$ cat src/rtl/pwm_channel_bank.sv
// N-channel PWM bank: shadow duties are scaled by a global intensity with one shared
// shift-add multiplier, then applied to all channels together on a period wrap.
module pwm_channel_lane #(
  parameter int WIDTH = 8,
  parameter int OFFS  = 0
) (
  input  logic             i_clk,
  input  logic             i_rst_n,
  input  logic [WIDTH-1:0] i_cnt,
  input  logic [WIDTH-1:0] i_duty,
  output logic             o_pwm
);
  localparam logic [WIDTH:0] P   = (WIDTH+1)'((1 << WIDTH) - 1);
  localparam logic [WIDTH:0] SUB = (WIDTH+1)'(OFFS);

  logic [WIDTH:0] w_sum;
  logic [WIDTH:0] w_ph;
  logic           r_pwm;

  // offset never exceeds P, so the sum lies in [0, 2P) and one subtract wraps it mod P
  assign w_sum = {1'b0, i_cnt} + P - SUB;
  assign w_ph  = (w_sum >= P) ? w_sum - P : w_sum;

  always_ff @(posedge i_clk or negedge i_rst_n)
    if (!i_rst_n) r_pwm <= 1'b0;
    else          r_pwm <= (w_ph < {1'b0, i_duty});

  assign o_pwm = r_pwm;
endmodule

module pwm_channel_bank #(
  parameter  int CHANNELS = 4,
  parameter  int WIDTH    = 8,
  parameter  int PRESC    = 4,
  parameter  int STAGGER  = 0,
  localparam int CW       = (CHANNELS > 1) ? $clog2(CHANNELS) : 1
) (
  input  logic                i_clk,
  input  logic                i_rst_n,
  input  logic                i_wr_valid,
  output logic                o_wr_ready,
  input  logic [CW-1:0]       i_wr_chan,
  input  logic [WIDTH-1:0]    i_wr_duty,
  input  logic                i_commit,
  input  logic [WIDTH-1:0]    i_lint,
  output logic                o_busy,
  output logic                o_period_start,
  output logic [CHANNELS-1:0] o_pwm_out
);
  localparam int P   = (1 << WIDTH) - 1;
  localparam int OFS = (STAGGER != 0) ? P / CHANNELS : 0;
  localparam int PSW = (PRESC > 1) ? $clog2(PRESC) : 1;
  localparam int BW  = $clog2(WIDTH + 1);
  localparam int PW  = 2 * WIDTH + 1;

  typedef enum logic [1:0] {S_IDLE, S_SCALE, S_PEND} state_t;

  state_t                         r_state, w_nxt;
  logic [PSW-1:0]                 r_psc;
  logic [WIDTH-1:0]               r_cnt;
  logic                           w_tick, w_wrap, w_ready, w_last;
  logic [WIDTH:0]                 r_mul;
  logic [PW-1:0]                  r_acc, w_pp, w_acc;
  logic [BW-1:0]                  r_bit;
  logic [CW-1:0]                  r_ch;
  logic [CHANNELS-1:0][WIDTH-1:0] r_shadow, r_staged, r_active;
  logic [CHANNELS-1:0]            w_pwm;

  assign w_tick = (r_psc == PSW'(PRESC - 1));
  assign w_wrap = w_tick && (r_cnt == WIDTH'(P - 1));

  always_ff @(posedge i_clk or negedge i_rst_n)
    if (!i_rst_n) begin
      r_psc <= '0;
      r_cnt <= '0;
    end else begin
      r_psc <= w_tick ? '0 : r_psc + PSW'(1);
      if (w_tick) r_cnt <= (r_cnt == WIDTH'(P - 1)) ? '0 : r_cnt + WIDTH'(1);
    end

  assign w_ready = (r_state == S_IDLE);
  assign w_last  = (r_bit == BW'(WIDTH)) && (r_ch == CW'(CHANNELS - 1));

  always_ff @(posedge i_clk or negedge i_rst_n)
    if (!i_rst_n) r_state <= S_IDLE;
    else          r_state <= w_nxt;

  always_comb begin
    w_nxt = r_state;
    case (r_state)
      S_IDLE:  if (i_commit) w_nxt = S_SCALE;
      S_SCALE: if (w_last)   w_nxt = S_PEND;
      S_PEND:  if (w_wrap)   w_nxt = S_IDLE;
      default: w_nxt = S_IDLE;
    endcase
  end

  // one multiplier bit per clock, LSB first; WIDTH+1 clocks per channel
  assign w_pp  = r_mul[r_bit] ? (PW'(r_shadow[r_ch]) << r_bit) : '0;
  assign w_acc = r_acc + w_pp;

  always_ff @(posedge i_clk or negedge i_rst_n)
    if (!i_rst_n) begin
      r_shadow <= '0;
    end else begin
      for (int i = 0; i < CHANNELS; i++)
        if (i_wr_valid && w_ready && (i_wr_chan == CW'(i))) r_shadow[i] <= i_wr_duty;
    end

  always_ff @(posedge i_clk or negedge i_rst_n)
    if (!i_rst_n) begin
      r_mul    <= '0;
      r_acc    <= '0;
      r_bit    <= '0;
      r_ch     <= '0;
      r_staged <= '0;
      r_active <= '0;
    end else begin
      if (w_ready && i_commit) begin
        r_mul <= {1'b0, i_lint} + (WIDTH+1)'(1);
        r_acc <= '0;
        r_bit <= '0;
        r_ch  <= '0;
      end else if (r_state == S_SCALE) begin
        if (r_bit == BW'(WIDTH)) begin
          r_staged[r_ch] <= WIDTH'(w_acc >> WIDTH);
          r_acc          <= '0;
          r_bit          <= '0;
          r_ch           <= r_ch + CW'(1);
        end else begin
          r_acc <= w_acc;
          r_bit <= r_bit + BW'(1);
        end
      end
      if ((r_state == S_PEND) && w_wrap) r_active <= r_staged;
    end

  for (genvar g = 0; g < CHANNELS; g++) begin : g_lane
    pwm_channel_lane #(.WIDTH(WIDTH), .OFFS(g * OFS)) u_lane (
      .i_clk  (i_clk),
      .i_rst_n(i_rst_n),
      .i_cnt  (r_cnt),
      .i_duty (r_active[g]),
      .o_pwm  (w_pwm[g])
    );
  end

  assign o_wr_ready     = w_ready;
  assign o_busy         = (r_state != S_IDLE);
  assign o_period_start = w_wrap;
  assign o_pwm_out      = w_pwm;
endmodule

$ cat config.mk
export PLATFORM = sky130hd
export DESIGN_NAME = pwm_channel_bank
export DESIGN_NICKNAME = d
export VERILOG_FILES = /design/src/rtl/pwm_channel_bank.sv
export SDC_FILE = /design/constraint.sdc
export NUM_CORES = 1
export LEC_CHECK = 0
export CAP_MARGIN = 20
export CORE_MARGIN = 2
export CORE_UTILIZATION = 62
export CTS_CLUSTER_DIAMETER = 40
export DETAILED_ROUTE_END_ITERATION = 8
export GPL_TIMING_DRIVEN = 0
export PLACE_DENSITY = 0.85
export SYNTH_ARGS = -nofsm -noshare
export SYNTH_HDL_FRONTEND = slang
export SYNTH_SLANG_ARGS = --single-unit
$ cat constraint.sdc
create_clock -name i_clk -period 6.2 [get_ports i_clk]
set_clock_uncertainty 0.15 [all_clocks]
set_input_delay 1.24 -clock i_clk [delete_from_list [all_inputs] [get_ports i_clk]]
set_output_delay 1.24 -clock i_clk [all_outputs]
set_load 0.03 [all_outputs]
# Word level (Yosys, flattened, before mapping)
# Cells that the tools add are included.
[classes] bitwise=1 order_cmp=8 n_eq_ne=12 n_reduce_logical=18 n_mux=24 addsub=8 shift=1
[op_table] op="two-way mux 17 bit" count=4
[op_table] op="< comparator 9 x 8 -> 1 bit" count=4
[op_table] op="bitwise mux 32 bit" count=1
[op_table] op="two-way mux 8 bit" count=3
[op_table] op="adder 17 bit" count=1
[op_table] op="<< shifter 8 x 4 -> 17 bit" count=1
[op_table] op="binary-select mux 8 bit (select 2 bit)" count=1
[op_table] op="demux 8 bit (select 2 bit)" count=1
[op_table] op="two-way mux 2 bit" count=7
[op_table] op="two-way mux 4 bit" count=3
[op_table] op="== test 2 bit (second input constant)" count=5
[op_table] op="logical AND 1 bit" count=10
[op_table] op="adder 8 x 1 -> 9 bit (second input constant)" count=1
[op_table] op="adder 8 x 8 -> 9 bit (second input constant)" count=1
[op_table] op=">= comparator 9 x 8 -> 1 bit (second input constant)" count=1
[op_table] op="two-way mux 9 bit" count=1
[op_table] op="subtractor 9 x 8 -> 9 bit (second input constant)" count=1
[op_table] op="adder 8 x 1 -> 8 bit (second input constant)" count=1
[op_table] op="== test 8 bit (second input constant)" count=1
[op_table] op="inequality test 2 bit (second input constant)" count=3
[op_table] op="case mux 2 bit (3 select lines)" count=1
[op_table] op="AND reduction 3 bit" count=2
[op_table] op="nonzero test 2 bit" count=3
[op_table] op="< comparator 4 x 5 -> 1 bit (second input constant)" count=1
[op_table] op="11 further kinds" count=14
[word_totals] ff_bits=144 word_cells=95

# Longest topological paths before layout
# Gate-level depths: netlist of run 1.
[depth] ltp_word=8 mapped_depth=19

# By module
# Synthesis of run 1 repeated with hierarchy kept, for this count alone.
[hier_totals] cells_unflattened=890 area_unflattened_um2=9598.0
[by_module_without_submodules] module="pwm_channel_bank" area_per_inst_um2=6955.4 seq_area_each_um2=3478.3 cells_per_inst=562 instances=1
[by_module_without_submodules] module="pwm_channel_lane" area_per_inst_um2=660.6 seq_area_each_um2=25.0 cells_per_inst=82 instances=4

# Worst setup path before layout of run 1
# Ideal clock, no wire load.
[synth_timing] kind="flip-flop to flip-flop" startpoint="reg r_cnt[0]" endpoint="reg g_lane[0].u_lane.r_pwm" setup_time_ns=0.094 synth_period_minus_slack_ns=4.428 t_arrival_ns=4.184 stages_incl_launch_ff=20 setup_slack_ns=1.772 path_cell_list="dfrtp_1 > clkbuf_1 > inv_1 > ha_1 > or4b_4 > and3_1 > o21ai_0 > a211oi_1 > ha_1 > nor4_1 > nand2_2 > o21ai_0 > nor2_1 > a31oi_1 > xnor2_1 > ha_1 > a211o_1 > a211oi_1 > nand3_1 > a211oi_1"
[synth_between] elab_chain_cells=4
[synth_lines] item="from (decl)" line_no="60" source="logic [WIDTH-1:0] r_cnt;"
[synth_lines] item="from (signal assigned)" line_no="78" source="if (w_tick) r_cnt <= (r_cnt == WIDTH'(P - 1)) ? '0 : r_cnt + WIDTH'(1);"
[synth_lines] item="adder 8 x 8 -> 9 bit (*)" line_no="21" source="assign w_sum = {1'b0, i_cnt} + P - SUB;"
[synth_lines] item="subtractor 9 x 8 -> 9 bit or >= comparator 9 x 8 -> 1 bit (tied branches)" line_no="22" source="assign w_ph = (w_sum >= P) ? w_sum - P : w_sum;"
[synth_lines] item="two-way mux 9 bit (*)" line_no="22"
[synth_lines] item="< comparator 9 x 8 -> 1 bit (*)" line_no="26" source="else r_pwm <= (w_ph < {1'b0, i_duty});"
[synth_lines] item="to (signal assigned)" line_no="26"
[synth_lines] item="to (decl)" line_no="18" source="logic r_pwm;"
# Every way passes the cells marked *; elsewhere a longest branch is shown, timed or not.
# A chain may end at the register's enable or synchronous reset.

# Worst setup path after layout of run 1
# Ends and elaborated chain as after synthesis.

==> qor.yml, run 1 <==
setup_path:
  cpPeakStageDelay_ns: 0.55
  cp_max_fo: 10
  worstPathArrival_ns: 5.49
  end_kind: "flip-flop"
  cp_slowest_cell: "or4b_4"
  cp.required_ns: 6.39
  worstPathCellList: "clkbuf_1 -> inv_1 -> ha_1 -> or4b_4 -> and3_1 -> o21ai_0 -> a211oi_1 -> ha_1 -> nor4_1 -> nand2_2 -> o21ai_0 -> nor2_1 -> a31oi_1 -> xnor2_1 -> ha_1 -> a211o_1 -> a211oi_1 -> nand3_1 -> a211oi_1"
  worstSetupPathType: "flip-flop to flip-flop"
  cp-start-kind: "flip-flop"
  cp_top_family: "compound AO/OA/AOI/OAI gates"
  critPathBufInv: 2
timing:
  tightest_slew_ns: 0.782
  tns_ns: 0
  whs_ns: 0.284
  fmax_ghz: 0.189
  period_minus_slack_ns: 5.30
  max_slew_margin: 0.475
  post-route-period-util: 0.855
  final_max_slew_viol_count: 0
  hold_viol: 0
  finalSetupViolCount: 0
  grt_setup_unrepaired: "false"
synth:
  ys_types: 76
  async_flop_share: 1.00
  synthFlopType: "dfrtp_1"
  synth_cells: 779
  synthesis.nets: 858
  syn_area_sq_um: 8530
  ys_warn_count: 0
  synth-seq-area-share: 0.420
  ys_ff_latch: 143
  syn_area_per_cell_sq_um: 10.9
  synth-edff-count: 0
die:
  fp.dieArea_sq_um: 14700
  initial_utilization: 0.639
  dieWidth_microns: 121
  die_h_microns: 121
  core_area_sq_um: 13300
  pin_count: 29
  fp-row-count: 42
layout:
  drive_gt1_frac: 0.211
  diodes: 0
  areaGrowthSynthToFinish_pct: 13.7
  fin_nets: 906
clocking:
  cts_setup_buffers: 0
  cts_root_buffer: "clkbuf_16"
  cts_sinks: 143
  cts_tree: "yes"
  clkTransAtPathRegs_ns: 0.06
  cts.repair.resized: 0
  clk_latency_ns: 0.43
  clockBufferDepth: 2
  htree_levels: 4
  cts_buffers: 17
  ctsHoldBuffers: 0
routing:
  drc: 0
  wl_mm: 19.7
  viasPerCell: 6.29
  first_pass_iters: 5
  ant_nets: 0
  routedWlPerCell_microns: 19.4
  num_vias: 6388
  first_iter_violations: 636
placed_design:
  port_buffers: 28
  place_congestion: 0.901
  hpwl_mm: 13.7
power_and_ir_drop:
  p_per_area_nw_per_um2: 375
  p_leak_uw: 0.00456
  vdd_drop_max_mv: 0.333
grt:
  grt_pass1_vias: 6413
  grt_pass1_wl_mm: 32.8
  antenna_found_initial: 0
  grt_overflow: 0
  grt_start_max_net_pins: 81
  track_usage: 0.287
status:
  status: "completed"
run:
  drv_cap: 0
worst_hold_path:
  min_path_type: "flip-flop to flip-flop"
registers in the layout, summed over array words and instances, names as in the netlist:
register,count
g_lane.u_lane.o_pwm,4
r_acc,16
r_active,32
r_bit,4
r_ch,2
r_cnt,8
r_mul,9
r_psc,2
r_shadow,32
r_staged,32
r_state,2
routing by layer:
layer / GRT usage / routed length, microns
met1: 0.370 / 8320
met2: 0.480 / 10000
met3: 0.0639 / 927
met4: 0.0999 / 469
met5: 0 / 0
path summary, 6_finish.rpt:
path,slack (ns),cells after the start,from,end
worst max-delay path,0.90,19,r_cnt[0]$_DFFE_PN0P_,g_lane[0].u_lane.o_pwm$_DFF_PN0_
worst min-delay path,0.28,1,r_psc[0]$_DFF_PN0_,r_psc[0]$_DFF_PN0_
worst max register to register,0.90,19,r_cnt[0]$_DFFE_PN0P_,g_lane[0].u_lane.o_pwm$_DFF_PN0_
worst min register to register,0.28,1,r_psc[0]$_DFF_PN0_,r_psc[0]$_DFF_PN0_
max in group asynchronous,4.44,2,i_rst_n,r_acc[9]$_DFFE_PN0P_
min in group asynchronous,0.65,1,i_rst_n,r_active[2]$_DFFE_PN0P_
power by group:
group          internal (uW)  switching, uW  leakage, uW  total, uW
sequential              1150            141      0.00191       1300
clock                    713            402     0.000307       1120
combinational            543            679      0.00235       1220
total                   2410           1220      0.00456       3630
synth_stat cells (13+ instances only):
| master | n | area share |
|---|---|---|
| ha_1 | 56 | 0.082 |
| mux2_4 | 31 | 0.055 |
| clkbuf_1 | 17 | 0.0075 |
| nand3_1 | 13 | 0.0076 |
| xnor2_1 | 15 | 0.015 |
| o21ai_0 | 44 | 0.026 |
| a21oi_1 | 26 | 0.015 |
| nor2_1 | 44 | 0.019 |
| inv_1 | 45 | 0.020 |
| nand2_1 | 75 | 0.033 |
| mux2_2 | 67 | 0.088 |
| dfrtp_1 | 143 | 0.42 |
worst register-to-register path, delay by kind of cell, from the launching register on:
family	cells	cell delay [ns]
AO/OA/AOI/OAI	7	1.68
flip-flops	1	0.45
buffers and inverters	2	0.48
XOR/XNOR	1	0.21
adder cells (fa/ha/maj)	3	0.81
AND/OR/NAND/NOR	6	1.44
stage by stage:
step           instance area, sq um   util  power (uW)  setup slack [ns]  cells
2_1_floorplan                  8530      -        2160              1.77    779
3_3_place_gp                   9030  0.676        2420             -1.51    983
3_5_place_dp                   9060  0.678        2490              1.09    984
4_1_cts                        9700  0.726        3630              1.03   1015
5_1_grt                        9700  0.726        3820             0.589   1015
6_report                       9700  0.726        3630             0.901   1015
final cells by class:
class	instances	area (sq um)
Clock buffer	18	429
Inverter	47	203
Fill cell	874	3650
Timing Repair Buffer	29	309
Tap cell	176	220
Multi-Input combinational cell	558	4560
Sequential cell	143	3580
Buffer	31	186
Clock inverter	13	210
placed cells by master, fill, tap and decap left out, types with 11 or more instances in the layout:
master,count
dfrtp_1,143
nand2_1,75
mux2_2,67
ha_1,56
inv_1,45
nor2_1,44
o21ai_0,44
mux2_4,31
clkdlybuf4s50_1,27
a21oi_1,26
clkbuf_1,18
clkbuf_16,17
xnor2_1,15
nand3_1,13
nor3_1,12
a211oi_1,11
kinds of logic (layout without fill, tap and decap cells):
family	Yosys count	after routing	synth area share
compound gates	152	152	0.119
xor+xnor	25	25	0.0274
fa+ha+maj	57	57	0.0845
buf+inv	78	138	0.0456
flops	143	143	0.420
mux	116	116	0.181
simple gates	208	208	0.123
Note: power is estimated with default switching activity, not from simulation.
==> run 2, diff against run 1 <==
--- a/config.mk
+++ b/config.mk
@@ -10,8 +10,9 @@
 export CORE_UTILIZATION = 62
 export CTS_CLUSTER_DIAMETER = 40
 export DETAILED_ROUTE_END_ITERATION = 8
+export GPL_ROUTABILITY_DRIVEN = 0
 export GPL_TIMING_DRIVEN = 0
-export PLACE_DENSITY = 0.85
+export PLACE_DENSITY = 0.81
 export SYNTH_ARGS = -nofsm -noshare
 export SYNTH_HDL_FRONTEND = slang
 export SYNTH_SLANG_ARGS = --single-unit
==> qor.yml, run 2 (synthesized netlist as in run 1, its figures left out) <==
grt:
  grt-busiest-layer: "met2"
  antenna_found_initial: 0
  grtUsageMet1: 0.327
  use_met3: 0.0536
  grt_pass1_vias: 6370
  grt_pass1_wl_mm: 30.8
  track_usage: 0.269
  grt_overflow: 0
  grt_start_max_net_pins: 103
  use_met2: 0.467
layout:
  diodes: 0
  final_common_cell: "dfrtp_1"
  areaGrowthSynthToFinish_pct: 12.9
  final_util: 0.721
  multi_input_area_sq_um: 4560
  mostFrequentLayoutCells: "143 x dfrtp_1, 75 x nand2_1, 67 x mux2_2"
  register_area_sq_um: 3580
  fill_cells: 898
  top_regs: "r_active: 32 flops, r_shadow: 32 flops, r_staged: 32 flops"
  drive_gt1_frac: 0.212
  fin_area_sq_um: 9620
  fin_nets: 906
setup_path:
  cp_max_fo: 10
  rrSetupSlack_ns: 0.84
  worstPathArrival_ns: 5.55
  end_kind: "flip-flop"
  cp.required_ns: 6.39
  cp-start-kind: "flip-flop"
  worstSetupPathType: "flip-flop to flip-flop"
clocking:
  cts_buffers: 17
  cts.repair.resized: 0
  cts_tree: "yes"
  cts_root_buffer: "clkbuf_16"
  ctsHoldBuffers: 0
  clkTransAtPathRegs_ns: 0.06
  cts_sinks: 143
  cts_setup_buffers: 0
  htree_levels: 4
  clockBufferDepth: 2
  clk_latency_ns: 0.43
timing:
  setup_ws_ns: 0.838
  grt_setup_unrepaired: "false"
  period_minus_slack_ns: 5.36
  fmax_ghz: 0.187
  hold_viol: 0
  post-route-period-util: 0.865
  tightest_slew_ns: 0.762
  max_slew_margin: 0.489
  final_max_slew_viol_count: 0
  finalSetupViolCount: 0
placed_design:
  hpwl_mm: 13.3
  pre_cts_slack_ns: 1.01
  port_buffers: 28
  placed_area_sq_um: 9060
routing:
  num_vias: 6154
  viasPerCell: 6.06
  wl_mm: 18.5
  ant_nets: 0
  first_pass_iters: 5
  routedWlPerCell_microns: 18.2
  drc: 0
  first_iter_violations: 449
status:
  status: "completed"
run:
  drv_cap: 0
die:
  pin_count: 29
  fp.dieArea_sq_um: 14700
  core_area_sq_um: 13300
  dieWidth_microns: 121
  initial_utilization: 0.639
  die_h_microns: 121
  fp-row-count: 42
power_and_ir_drop:
  vdd_drop_max_mv: 0.228
  p_leak_uw: 0.00453
  p_per_area_nw_per_um2: 359
worst_hold_path:
  min_path_type: "flip-flop to flip-flop"
==> run 2: changes by cell type in the layout (fill, tap and decap cells not counted), sizes merged <==
cell / before / now
bufinv: 6 / 2
clkbuf: 36 / 38
clkinvlp: 2 / 4
inv: 48 / 49
==> run 2: worst max-delay path, stage by stage, from the launching register on <==
cell and delay (ns):
dfrtp_1 0.45, clkbuf_1 0.25, inv_1 0.22, ha_1 0.36
or4b_4 0.55, and3_1 0.21, o21ai_0 0.24, a211oi_1 0.13
ha_1 0.19, nor4_1 0.26, nand2_2 0.16, o21ai_0 0.36
nor2_1 0.09, a31oi_1 0.19, xnor2_1 0.19, ha_1 0.24
a211o_1 0.29, a211oi_1 0.37, a21oi_1 0.16, a211oi_1 0.22
==> run 2: report_power, final <==
group | leakage [uW] | internal [uW] | switching (uW)
Sequential | 0.00191 | 1150 | 138
Combinational | 0.00235 | 542 | 646
Clock | 0.000269 | 574 | 402
==> run 2: area by class of cell <==
cell class	instances	share of cell area
multi-input combinational	558	0.474
sequential	143	0.372
clock buffer	20	0.0475
timing repair buffer	29	0.0321
tap	176	0.0229
inverter	47	0.0211
buffer	31	0.0194
clock inverter	12	0.0114
==> run 2: through the flow <==
| step | hold WS, ns | TNS [ns] | total power, uW | instances |
|---|---|---|---|---|
| floorplan | 0.253 | 0 | 2160 | 779 |
| global placement | 0.264 | -225.61 | 2400 | 983 |
| detailed placement | 0.275 | 0 | 2470 | 984 |
| CTS | 0.291 | 0 | 3460 | 1016 |
| global route | 0.300 | 0 | 3650 | 1016 |
| finish | 0.288 | 0 | 3460 | 1016 |
==> run 2: path summary, 6_finish.rpt <==
| path | end | cells past startpoint | start |
|---|---|---|---|
| worst max register to register | g_lane[0].u_lane.o_pwm$_DFF_PN0_ | 19 | r_cnt[0]$_DFFE_PN0P_ |
| max in group asynchronous | r_shadow[19]$_DFFE_PN0P_ | 2 | i_rst_n |
| worst max-delay path | g_lane[0].u_lane.o_pwm$_DFF_PN0_ | 19 | r_cnt[0]$_DFFE_PN0P_ |
| worst min-delay path | r_psc[0]$_DFF_PN0_ | 1 | r_psc[0]$_DFF_PN0_ |
| min in group asynchronous | r_active[10]$_DFFE_PN0P_ | 1 | i_rst_n |
| worst min register to register | r_psc[0]$_DFF_PN0_ | 1 | r_psc[0]$_DFF_PN0_ |
==> run 2: metal layers <==
layer  part of all wire  vias up
li1                   -     2901
met4              0.027        0
met5                  0        -
met2               0.52      169
met1               0.42     3042
met3              0.036       42
==> run 3, diff against run 2 <==
--- a/config.mk
+++ b/config.mk
@@ -9,6 +9,7 @@
 export CORE_MARGIN = 2
 export CORE_UTILIZATION = 62
 export CTS_CLUSTER_DIAMETER = 40
+export CTS_CLUSTER_SIZE = 28
 export DETAILED_ROUTE_END_ITERATION = 8
 export GPL_ROUTABILITY_DRIVEN = 0
 export GPL_TIMING_DRIVEN = 0
==> results of run 3 <==
Final layout, timing and power as in run 2 (identical DEF).
